**src/rtl/uart_pkg.sv**
```systemverilog
// Shared encodings for the configurable UART transmitter: parity modes,
// serialiser state codes and the data-length floor.
package uart_pkg;

  localparam logic [1:0] PAR_NONE = 2'b00;
  localparam logic [1:0] PAR_EVEN = 2'b01;
  localparam logic [1:0] PAR_ODD  = 2'b10;

  localparam logic [2:0] ST_IDLE   = 3'd0;
  localparam logic [2:0] ST_START  = 3'd1;
  localparam logic [2:0] ST_DATA   = 3'd2;
  localparam logic [2:0] ST_PARITY = 3'd3;
  localparam logic [2:0] ST_STOP   = 3'd4;

  localparam int unsigned MIN_DATA_BITS = 5;

  // Encoding 2'b11 is an alias for "no parity".
  function automatic logic par_enabled(input logic [1:0] mode);
    return (mode == PAR_EVEN) || (mode == PAR_ODD);
  endfunction

endpackage

```
**src/rtl/tx_fifo.sv**
```systemverilog
// Synchronous first-word-fall-through FIFO feeding the UART serialiser.
// Occupancy and full/empty come from pointers carrying one extra wrap bit.
module tx_fifo #(
  parameter int WIDTH = 8,
  parameter int DEPTH = 16
) (
  input  logic                     clk,
  input  logic                     rst_n,
  input  logic                     i_wr_en,
  input  logic [WIDTH-1:0]         i_data,
  input  logic                     i_rd_en,
  output logic [WIDTH-1:0]         o_data,
  output logic                     o_full,
  output logic                     o_empty,
  output logic [$clog2(DEPTH):0]   o_level,
  output logic                     o_overflow
);

  localparam int AW = $clog2(DEPTH);

  logic [WIDTH-1:0] r_mem [DEPTH];
  logic [AW:0]      r_wr_ptr;
  logic [AW:0]      r_rd_ptr;
  logic             r_overflow;
  logic             w_pop;
  logic             w_push;

  assign o_empty = (r_wr_ptr == r_rd_ptr);
  assign o_full  = (r_wr_ptr[AW] != r_rd_ptr[AW]) &&
                   (r_wr_ptr[AW-1:0] == r_rd_ptr[AW-1:0]);
  assign o_level = r_wr_ptr - r_rd_ptr;
  assign o_data  = r_mem[r_rd_ptr[AW-1:0]];
  assign o_overflow = r_overflow;

  assign w_pop  = i_rd_en && !o_empty;
  // A pop in the same cycle frees the slot the write lands in.
  assign w_push = i_wr_en && (!o_full || w_pop);

  always_ff @(posedge clk) begin
    if (w_push) r_mem[r_wr_ptr[AW-1:0]] <= i_data;
  end

  always_ff @(posedge clk or negedge rst_n) begin
    if (!rst_n) begin
      r_wr_ptr   <= '0;
      r_rd_ptr   <= '0;
      r_overflow <= 1'b0;
    end else begin
      if (w_push) r_wr_ptr <= r_wr_ptr + 1'b1;
      if (w_pop)  r_rd_ptr <= r_rd_ptr + 1'b1;
      r_overflow <= i_wr_en && !w_push;
    end
  end

endmodule

```
**src/rtl/uart_tx_cfg.sv**
```systemverilog
// Runtime-configurable UART transmitter: FIFO, baud tick generator and
// frame serialiser. Frame settings are captured when a word is popped.
module uart_tx_cfg
  import uart_pkg::*;
#(
  parameter int WIDTH          = 8,
  parameter int DEPTH          = 16,
  parameter int SAMPLING_TICKS = 16,
  parameter int DIV_W          = 16
) (
  input  logic                     clk,
  input  logic                     rst_n,
  input  logic                     wr_en,
  input  logic [WIDTH-1:0]         data_in,
  input  logic [DIV_W-1:0]         baud_div,
  input  logic [3:0]               cfg_data_bits,
  input  logic [1:0]               cfg_parity,
  input  logic                     cfg_stop2,
  input  logic                     tx_en,
  input  logic                     cts_n,
  output logic                     tx,
  output logic                     busy,
  output logic                     full,
  output logic                     empty,
  output logic [$clog2(DEPTH):0]   level,
  output logic                     overflow
);

  localparam int PH_W = (SAMPLING_TICKS > 1) ? $clog2(SAMPLING_TICKS) : 1;

  logic [2:0]       r_state;
  logic [WIDTH-1:0] r_shift;
  logic [3:0]       r_nbits;
  logic [3:0]       r_bit_cnt;
  logic             r_par_en;
  logic             r_par_bit;
  logic             r_stop2;
  logic             r_stop_cnt;
  logic             r_tx;
  logic [DIV_W-1:0] r_div;
  logic [DIV_W-1:0] r_div_cnt;
  logic [PH_W-1:0]  r_phase;

  logic [WIDTH-1:0] w_fifo_dout;
  logic [WIDTH-1:0] w_mask;
  logic [3:0]       w_nbits;
  logic [DIV_W-1:0] w_div_eff;
  logic             w_start;
  logic             w_tick;
  logic             w_bit_done;

  tx_fifo #(
    .WIDTH (WIDTH),
    .DEPTH (DEPTH)
  ) u_fifo (
    .clk        (clk),
    .rst_n      (rst_n),
    .i_wr_en    (wr_en),
    .i_data     (data_in),
    .i_rd_en    (w_start),
    .o_data     (w_fifo_dout),
    .o_full     (full),
    .o_empty    (empty),
    .o_level    (level),
    .o_overflow (overflow)
  );

  assign tx   = r_tx;
  assign busy = (r_state != ST_IDLE);

  assign w_start   = (r_state == ST_IDLE) && tx_en && !cts_n && !empty;
  assign w_div_eff = (baud_div == '0) ? DIV_W'(1) : baud_div;

  always_comb begin
    w_nbits = cfg_data_bits;
    if ((cfg_data_bits < 4'(MIN_DATA_BITS)) || (cfg_data_bits > 4'(WIDTH)))
      w_nbits = 4'(WIDTH);
    w_mask = '0;
    for (int unsigned i = 0; i < WIDTH; i++)
      w_mask[i] = (i < 32'(w_nbits));
  end

  assign w_tick     = (r_div_cnt == r_div - DIV_W'(1));
  assign w_bit_done = w_tick && (r_phase == PH_W'(SAMPLING_TICKS - 1));

  // Held at zero while idle so every frame starts on a fresh bit boundary.
  always_ff @(posedge clk or negedge rst_n) begin
    if (!rst_n) begin
      r_div_cnt <= '0;
      r_phase   <= '0;
    end else if (r_state == ST_IDLE) begin
      r_div_cnt <= '0;
      r_phase   <= '0;
    end else if (w_tick) begin
      r_div_cnt <= '0;
      r_phase   <= (r_phase == PH_W'(SAMPLING_TICKS - 1)) ? '0 : r_phase + 1'b1;
    end else begin
      r_div_cnt <= r_div_cnt + 1'b1;
    end
  end

  always_ff @(posedge clk or negedge rst_n) begin
    if (!rst_n) begin
      r_state    <= ST_IDLE;
      r_tx       <= 1'b1;
      r_shift    <= '0;
      r_nbits    <= '0;
      r_bit_cnt  <= '0;
      r_par_en   <= 1'b0;
      r_par_bit  <= 1'b0;
      r_stop2    <= 1'b0;
      r_stop_cnt <= 1'b0;
      r_div      <= '0;
    end else begin
      case (r_state)
        ST_IDLE: begin
          r_tx <= 1'b1;
          if (w_start) begin
            r_state    <= ST_START;
            r_tx       <= 1'b0;
            r_shift    <= w_fifo_dout;
            r_nbits    <= w_nbits;
            r_bit_cnt  <= '0;
            r_par_en   <= par_enabled(cfg_parity);
            r_par_bit  <= (^(w_fifo_dout & w_mask)) ^ (cfg_parity == PAR_ODD);
            r_stop2    <= cfg_stop2;
            r_stop_cnt <= 1'b0;
            r_div      <= w_div_eff;
          end
        end
        ST_START: begin
          if (w_bit_done) begin
            r_state <= ST_DATA;
            r_tx    <= r_shift[0];
          end
        end
        ST_DATA: begin
          if (w_bit_done) begin
            if (r_bit_cnt == r_nbits - 4'd1) begin
              r_bit_cnt <= '0;
              if (r_par_en) begin
                r_state <= ST_PARITY;
                r_tx    <= r_par_bit;
              end else begin
                r_state <= ST_STOP;
                r_tx    <= 1'b1;
              end
            end else begin
              r_bit_cnt <= r_bit_cnt + 4'd1;
              r_shift   <= r_shift >> 1;
              r_tx      <= r_shift[1];
            end
          end
        end
        ST_PARITY: begin
          if (w_bit_done) begin
            r_state <= ST_STOP;
            r_tx    <= 1'b1;
          end
        end
        ST_STOP: begin
          r_tx <= 1'b1;
          if (w_bit_done) begin
            if (r_stop2 && !r_stop_cnt) r_stop_cnt <= 1'b1;
            else                        r_state    <= ST_IDLE;
          end
        end
        default: begin
          r_state <= ST_IDLE;
          r_tx    <= 1'b1;
        end
      endcase
    end
  end

endmodule

```
**config.mk**
```make
export PLATFORM = sky130hd
export DESIGN_NAME = uart_tx_cfg
export DESIGN_NICKNAME = d
export VERILOG_FILES = /design/src/rtl/uart_pkg.sv /design/src/rtl/tx_fifo.sv /design/src/rtl/uart_tx_cfg.sv
export SDC_FILE = /design/constraint.sdc
export NUM_CORES = 1
export LEC_CHECK = 0
export ABC_CLOCK_PERIOD_IN_PS = 4300
export BUFFER_PORTS_ARGS = -buffer_cell sky130_fd_sc_hd__buf_2
export CORE_AREA = 2 2 115 172
export DETAILED_ROUTE_END_ITERATION = 16
export DIE_AREA = 0 0 117 174
export GPL_TIMING_DRIVEN = 0
export PLACE_DENSITY_LB_ADDON = 0.12
export REMOVE_ABC_BUFFERS = 1
export SETUP_SLACK_MARGIN = 0.05
export SYNTH_ARGS = -nofsm -noshare
export SYNTH_HDL_FRONTEND = slang
export SYNTH_HIERARCHICAL = 1
export SYNTH_SLANG_ARGS = --single-unit
```
**constraint.sdc**
```tcl
create_clock -name clk -period 4.3 [get_ports clk]
set_input_delay 0.43 -clock clk [delete_from_list [all_inputs] [get_ports clk]]
set_output_delay 0.43 -clock clk [all_outputs]
set_load 0.1 [all_outputs]
```
# After elaboration in Yosys (flattened, before gate mapping)
# Memory sizes are Yosys's and may differ from the RTL's.
# Cells that the tools add are included.
# op_classes
n_addsub	8
n_lt_le_gt_ge	10
n_eq_ne	21
mux	37
bitwise_logic	2
reduce_logical	30
# op_table
operator	n
$mux W16	3
$mux W4	7
$mux W3	8
$mux W8	3
$add A16 B1 Y16 const B	1
$eq A16 B16 Y1	1
$logic_not A16 Y1	1
$lt A3 B4 Y1 const A	4
$ne A2 B2 Y1 const B	8
$pmux W8 S2	1
$sub A16 B1 Y16 const B	1
$pmux W3 S5	1
$mux W1	11
$add A5 B1 Y5 const B	2
$logic_and A1 B1 Y1	9
$add A4 B1 Y4 const B	2
$and A8 B8 Y8	1
$eq A4 B4 Y1	2
$lt A1 B4 Y1 const A	2
$lt A2 B4 Y1 const A	2
$pmux W4 S2	1
$reduce_and A4 Y1	2
$reduce_xor A8 Y1	1
$reduce_and A7 Y1	1
other kinds (23)	33
# totals
reg_bits	71
ramBits	128
input_bits	36
out_inout_bits	10
n_memories	1
# mem_list
name	words	width	rd	rd_clocked_by_memory_dff	write_ports	line_no	rtl
u_fifo.r_mem	16	8	1	0	1	tx_fifo.sv:21	logic [WIDTH-1:0] r_mem [DEPTH];

# Longest topological paths before layout
# logic_depth
depth_word	9
depth_mapped	15
ltp_nobuf	11

# Hierarchy
# Netlist, hierarchy kept.
# by_module_without_submodules
mod	instances	cells_each	area_each_um2	seq_area_each_um2
tx_fifo	1	299	5730.5	4119.0
uart_tx_cfg	1	392	3512.1	1502.7

# Worst setup path after synthesis
# Ideal clock, no wire load.
# synth_path
path_kind	flip-flop to flip-flop
from	register u_fifo.r_rd_ptr[2]
to	memory u_fifo.r_mem[0][0] (enable)
setup_time_ns	0.383
arrival_time_ns	3.933
path_slack_ns	-0.016
stages_incl_launch_ff	16
synth_period_minus_slack_ns	4.316
path_cell_list	dfrtp_1 buf_2 buf_2 buf_2 inv_1 ha_1 and4_1 and2_1 nor2_1 and2_1 nand2_1 inv_1 clkbuf_1 o31a_4 nand2_1 nor3_1
# synth_via
elab_chain_cells	8
elab_cells_between_ends	11
# synth_rtl
element	line_no	rtl
start, declared	tx_fifo.sv:23	logic [AW:0] r_rd_ptr;
start signal, assigned	tx_fifo.sv:50	if (w_pop) r_rd_ptr <= r_rd_ptr + 1'b1;
$eq A5 B5 Y1	tx_fifo.sv:28	assign o_empty = (r_wr_ptr == r_rd_ptr);
via empty	uart_tx_cfg.sv:24	output logic empty,
$logic_not A1 Y1	uart_tx_cfg.sv:71	assign w_start = (r_state == ST_IDLE) && tx_en && !cts_n && !empty;
$logic_and A1 B1 Y1	uart_tx_cfg.sv:71	
via w_start	uart_tx_cfg.sv:48	logic w_start;
$logic_and A1 B1 Y1	tx_fifo.sv:35	assign w_pop = i_rd_en && !o_empty;
$logic_or A1 B1 Y1	tx_fifo.sv:37	assign w_push = i_wr_en && (!o_full || w_pop);
$logic_and A1 B1 Y1	tx_fifo.sv:37	
$mux W1	tx_fifo.sv:40	if (w_push) r_mem[r_wr_ptr[AW-1:0]] <= i_data;
$mux W1 (implied by the code)	tx_fifo.sv:40	
end, declared	tx_fifo.sv:21	
# The timed path passes the listed nets, and every way through them passes these cells.

# Worst setup path in the final report
# layout_path
from	register u_fifo.r_rd_ptr[3]
to	memory u_fifo.r_mem[12][3] (enable)
# layout_via
elab_chain_cells	8
elab_cells_between_ends	11
# layout_rtl
element	line_no
$eq A5 B5 Y1	tx_fifo.sv:28
$logic_not A1 Y1	tx_fifo.sv:35, uart_tx_cfg.sv:71
$logic_and A1 B1 Y1	uart_tx_cfg.sv:71
$logic_and A1 B1 Y1	tx_fifo.sv:35
$logic_or A1 B1 Y1 (*)	tx_fifo.sv:37
$logic_and A1 B1 Y1 (*)	tx_fifo.sv:37
$mux W1 (*)	tx_fifo.sv:40
$mux W1 (implied by the code) (*)	tx_fifo.sv:40
# Mark *: on every way between the ends. The rest lies on a longest branch, timed or not.

==> impl_metrics.tcl <==
set metrics [dict create \
    status "completed" \
    yosys-top-cells-count "128 x edfxtp_1, 74 x nand2_1, 70 x dfrtp_1, 44 x nor2_1, 31 x xnor2_1" \
    worst_slew_pin_slew_ns 0.9904 \
    hold-worst-slack_ns 0.1140 \
    synth_area_mm2 0.009243 \
    synthAdderAreaFrac_pct 2.247 \
    vdd_drop_max_v 0.0003748 \
    cts_buffers 17 \
    setup.worst_path.start_class "flip-flop" \
    avgRoutedWirePerCell_um 19.34 \
    max_freq_mhz 252.0 \
    nNetsFinal 783 \
    chipWidth_um 117 \
    yosysTopAreaCell "edfxtp_1" \
    cp_cell_sequence "inv_1 -> ha_1 -> and4_1 -> and2_1 -> nor2_1 -> and2_1 -> nand2_4 -> clkinvlp_4 -> buf_4 -> o31a_4 -> nand2_1 -> nor2_2" \
    drive_above_1_share_pct 17.88 \
    synth-seq-cells 199 \
    drtAntennaViolNets 0 \
    routed_wl_um 19340 \
    dpl_cell_area_mm2 0.009633 \
    cts-root-buf "clkbuf_16" \
    fp.dieArea_mm2 0.02036 \
    synthArstFlopShare_pct 35.68 \
    place_hpwl_um 13680 \
    h-tree-depth 4 \
    ys.warnings.count 6 \
    place_congestion 0.8016 \
    drv_slew 0 \
    end_kind "flip-flop" \
    grt_pass1_vias 5850 \
    synth_edf_count 128 \
    path_class "flip-flop to flip-flop" \
    fin_crit_ns 3.969 \
    diodes 0 \
    cts_sinks 199 \
    crit_path_frequent_cell "and2_1" \
    grt_util_met1_pct 22.67 \
    synth_mux_area_share_pct 9.287 \
    rows 62 \
    dp_cells 964 \
    yosysMostFrequentCell "edfxtp_1" \
    fin_area_mm2 0.01040 \
    slowest_delay_ns 0.63 \
    portBuffers 45 \
    setup_violations 0 \
    grt_use_met2_pct 37.28 \
    grt_max_degree 72 \
    busiest_layer "met2" \
    synth_compound_area_share_pct 7.689 \
    synth_top_family_by_area "simple AND/OR/NAND/NOR gates" \
    first_pass_iters 4 \
    instances_no_fill 1000 \
    relSlewSlack_pct 33.27 \
    io_pins 46 \
    synth.top_cell.area_share_pct 41.59 \
    grt_setup_unrepaired "false" \
    grt_use_total_pct 20.25 \
    synth.distinct_cells 70 \
    hp-class "primary input to async pin" \
    grt.met3_usage_pct 3.731 \
    critPathMaxFanout 32 \
    synth.avg_cell_area_um2 13.38 \
    path_clk_slew_ns 0.08 \
    drt_iter0_markers 375 \
    via_count 5629 \
    antenna_found_initial 0 \
    yosys.area_share.simple_pct 11.78 \
    ys_top_cells_by_area "edfxtp_1 42%, dfrtp_1 19%, mux4_2 4.1%, mux2i_1 3.0%, nand2_1 3.0%" \
    leakagePower_nw 3.929 \
    skew_ns 0.01236 \
    start_util_pct 48.63 \
    synth_xor_area_share_pct 5.388 \
    crit_slowest_cell "dfrtp_1" \
    drv_cap 0 \
    final_util_pct 54.71 \
    worstSkewPairLatency_ns 0.43 \
    required_ns 4.37 \
    critPathArrivalTime_ns 4.04 \
    area_growth_syn_to_layout_pct 12.51 \
    cts_hold_buf 0 \
    drcViolationCount 0 \
    synthFlopType "edfxtp_1" \
    synth_cells 691 \
    grt_overflow 0 \
    power_density_mw_per_mm2 706.3 \
    die_height_um 174 \
    cts_tree "built" \
    yosysSeqAreaShare_pct 60.82 \
    clk_path_buf_depth 2 \
    grt_pass1_wl_um 30840 \
    post-route-period-util_pct 92.30 \
    hold_viol 0 \
    vias_per_cell 5.629 \
    core_region_area_mm2 0.01901 \
]
==> layout by cell type, fill, tap and decap left out, types with 18 or more instances in the layout <==
cell,n
mux2i_1,28
o21ai_0,20
inv_1,19
buf_2,44
xor2_1,24
nand2_1,73
nand3_1,18
nor2_1,34
xnor2_1,31
edfxtp_1,128
dfrtp_1,67
==> path summary, 6_finish.rpt <==
kind                               startpoint             endpoint  slack, ns  cells past startpoint
setup / recovery           u_fifo/r_rd_ptr[3]  u_fifo/r_mem[12][3]       0.33                     12
hold / removal                          rst_n             r_div[7]       0.11                      1
setup reg to reg           u_fifo/r_rd_ptr[3]  u_fifo/r_mem[12][3]       0.33                     12
hold reg to reg                     r_par_bit            r_par_bit       0.51                      2
max in group asynchronous               rst_n   u_fifo/r_rd_ptr[0]       3.44                      1
min in group clk                  baud_div[5]             r_div[5]       0.20                      3
==> per-stage QoR <==
step                worst slack, ns  total power, W  setup TNS, ns
global placement             -2.745        0.005595        -350.00
CTS                          0.1222        0.007395              0
floorplan                    -1.208        0.004959        -135.97
detailed placement           -1.775        0.005671        -189.48
finish                       0.3312        0.007345              0
global route                 0.1126        0.007758              0
==> flip-flops by register name, indices dropped and copies added, names as in the netlist, 3 cells and up <==
signal,count
r_bit_cnt,4
u_fifo/r_mem,128
r_state,3
u_fifo/r_rd_ptr,5
r_phase,4
r_nbits,4
r_div_cnt,16
r_shift,8
r_div,16
u_fifo/r_wr_ptr,5
==> power by group <==
group	total [W]	switching (W)	internal [W]	leakage [nW]
Sequential	0.00287	0.000485	0.00238	2.06
Clock	0.00167	0.000813	0.000860	0.310
Combinational	0.00281	0.00176	0.00104	1.56
==> per-layer routing <==
metal | wire length (µm) | vias to the layer above | share of wire, %
met4 | 519 | 0 | 2.7
met2 | 10770 | 99 | 56
met3 | 516 | 24 | 2.7
met5 | 0 | - | 0
met1 | 7526 | 2850 | 39
li1 | - | 2656 | -
==> logic make-up after synthesis <==
| logic type | count (synthesis) |
|---|---|
| xor gates and xnor gates | 56 |
| muxes | 53 |
| AOI/OAI and AO/OA | 99 |
| buffers and inverters | 50 |
| DFF | 199 |
| and+or+nand+nor | 218 |
| adders and majority gates | 16 |
==> final cells by class <==
cell class / count / area (µm²)
fill: 1560 / 8607
sequential: 199 / 5630
multi-input combinational: 442 / 3450
clock buffer: 17 / 425.4
tap: 256 / 320.3
timing repair buffer: 49 / 270.3
clock inverter: 15 / 215.2
inverter: 21 / 82.58
timing repair inverter: 1 / 5.005
==> repair_timing <==
action	CTS	global route
setup endpoints to repair	158	120
buffers inserted	3	0
cloned	1	0
gates resized for setup	20	7
==> worst max-delay path: cells and delay by family (launching register included) <==
family / cells / cell delay [ns]
AO/OA/AOI/OAI: 1 / 0.20
adder cells (fa/ha/maj): 1 / 0.40
buffers and inverters: 3 / 0.64
flip-flops: 1 / 0.63
AND/OR/NAND/NOR: 7 / 1.71
(Power assumes the default switching activity.)
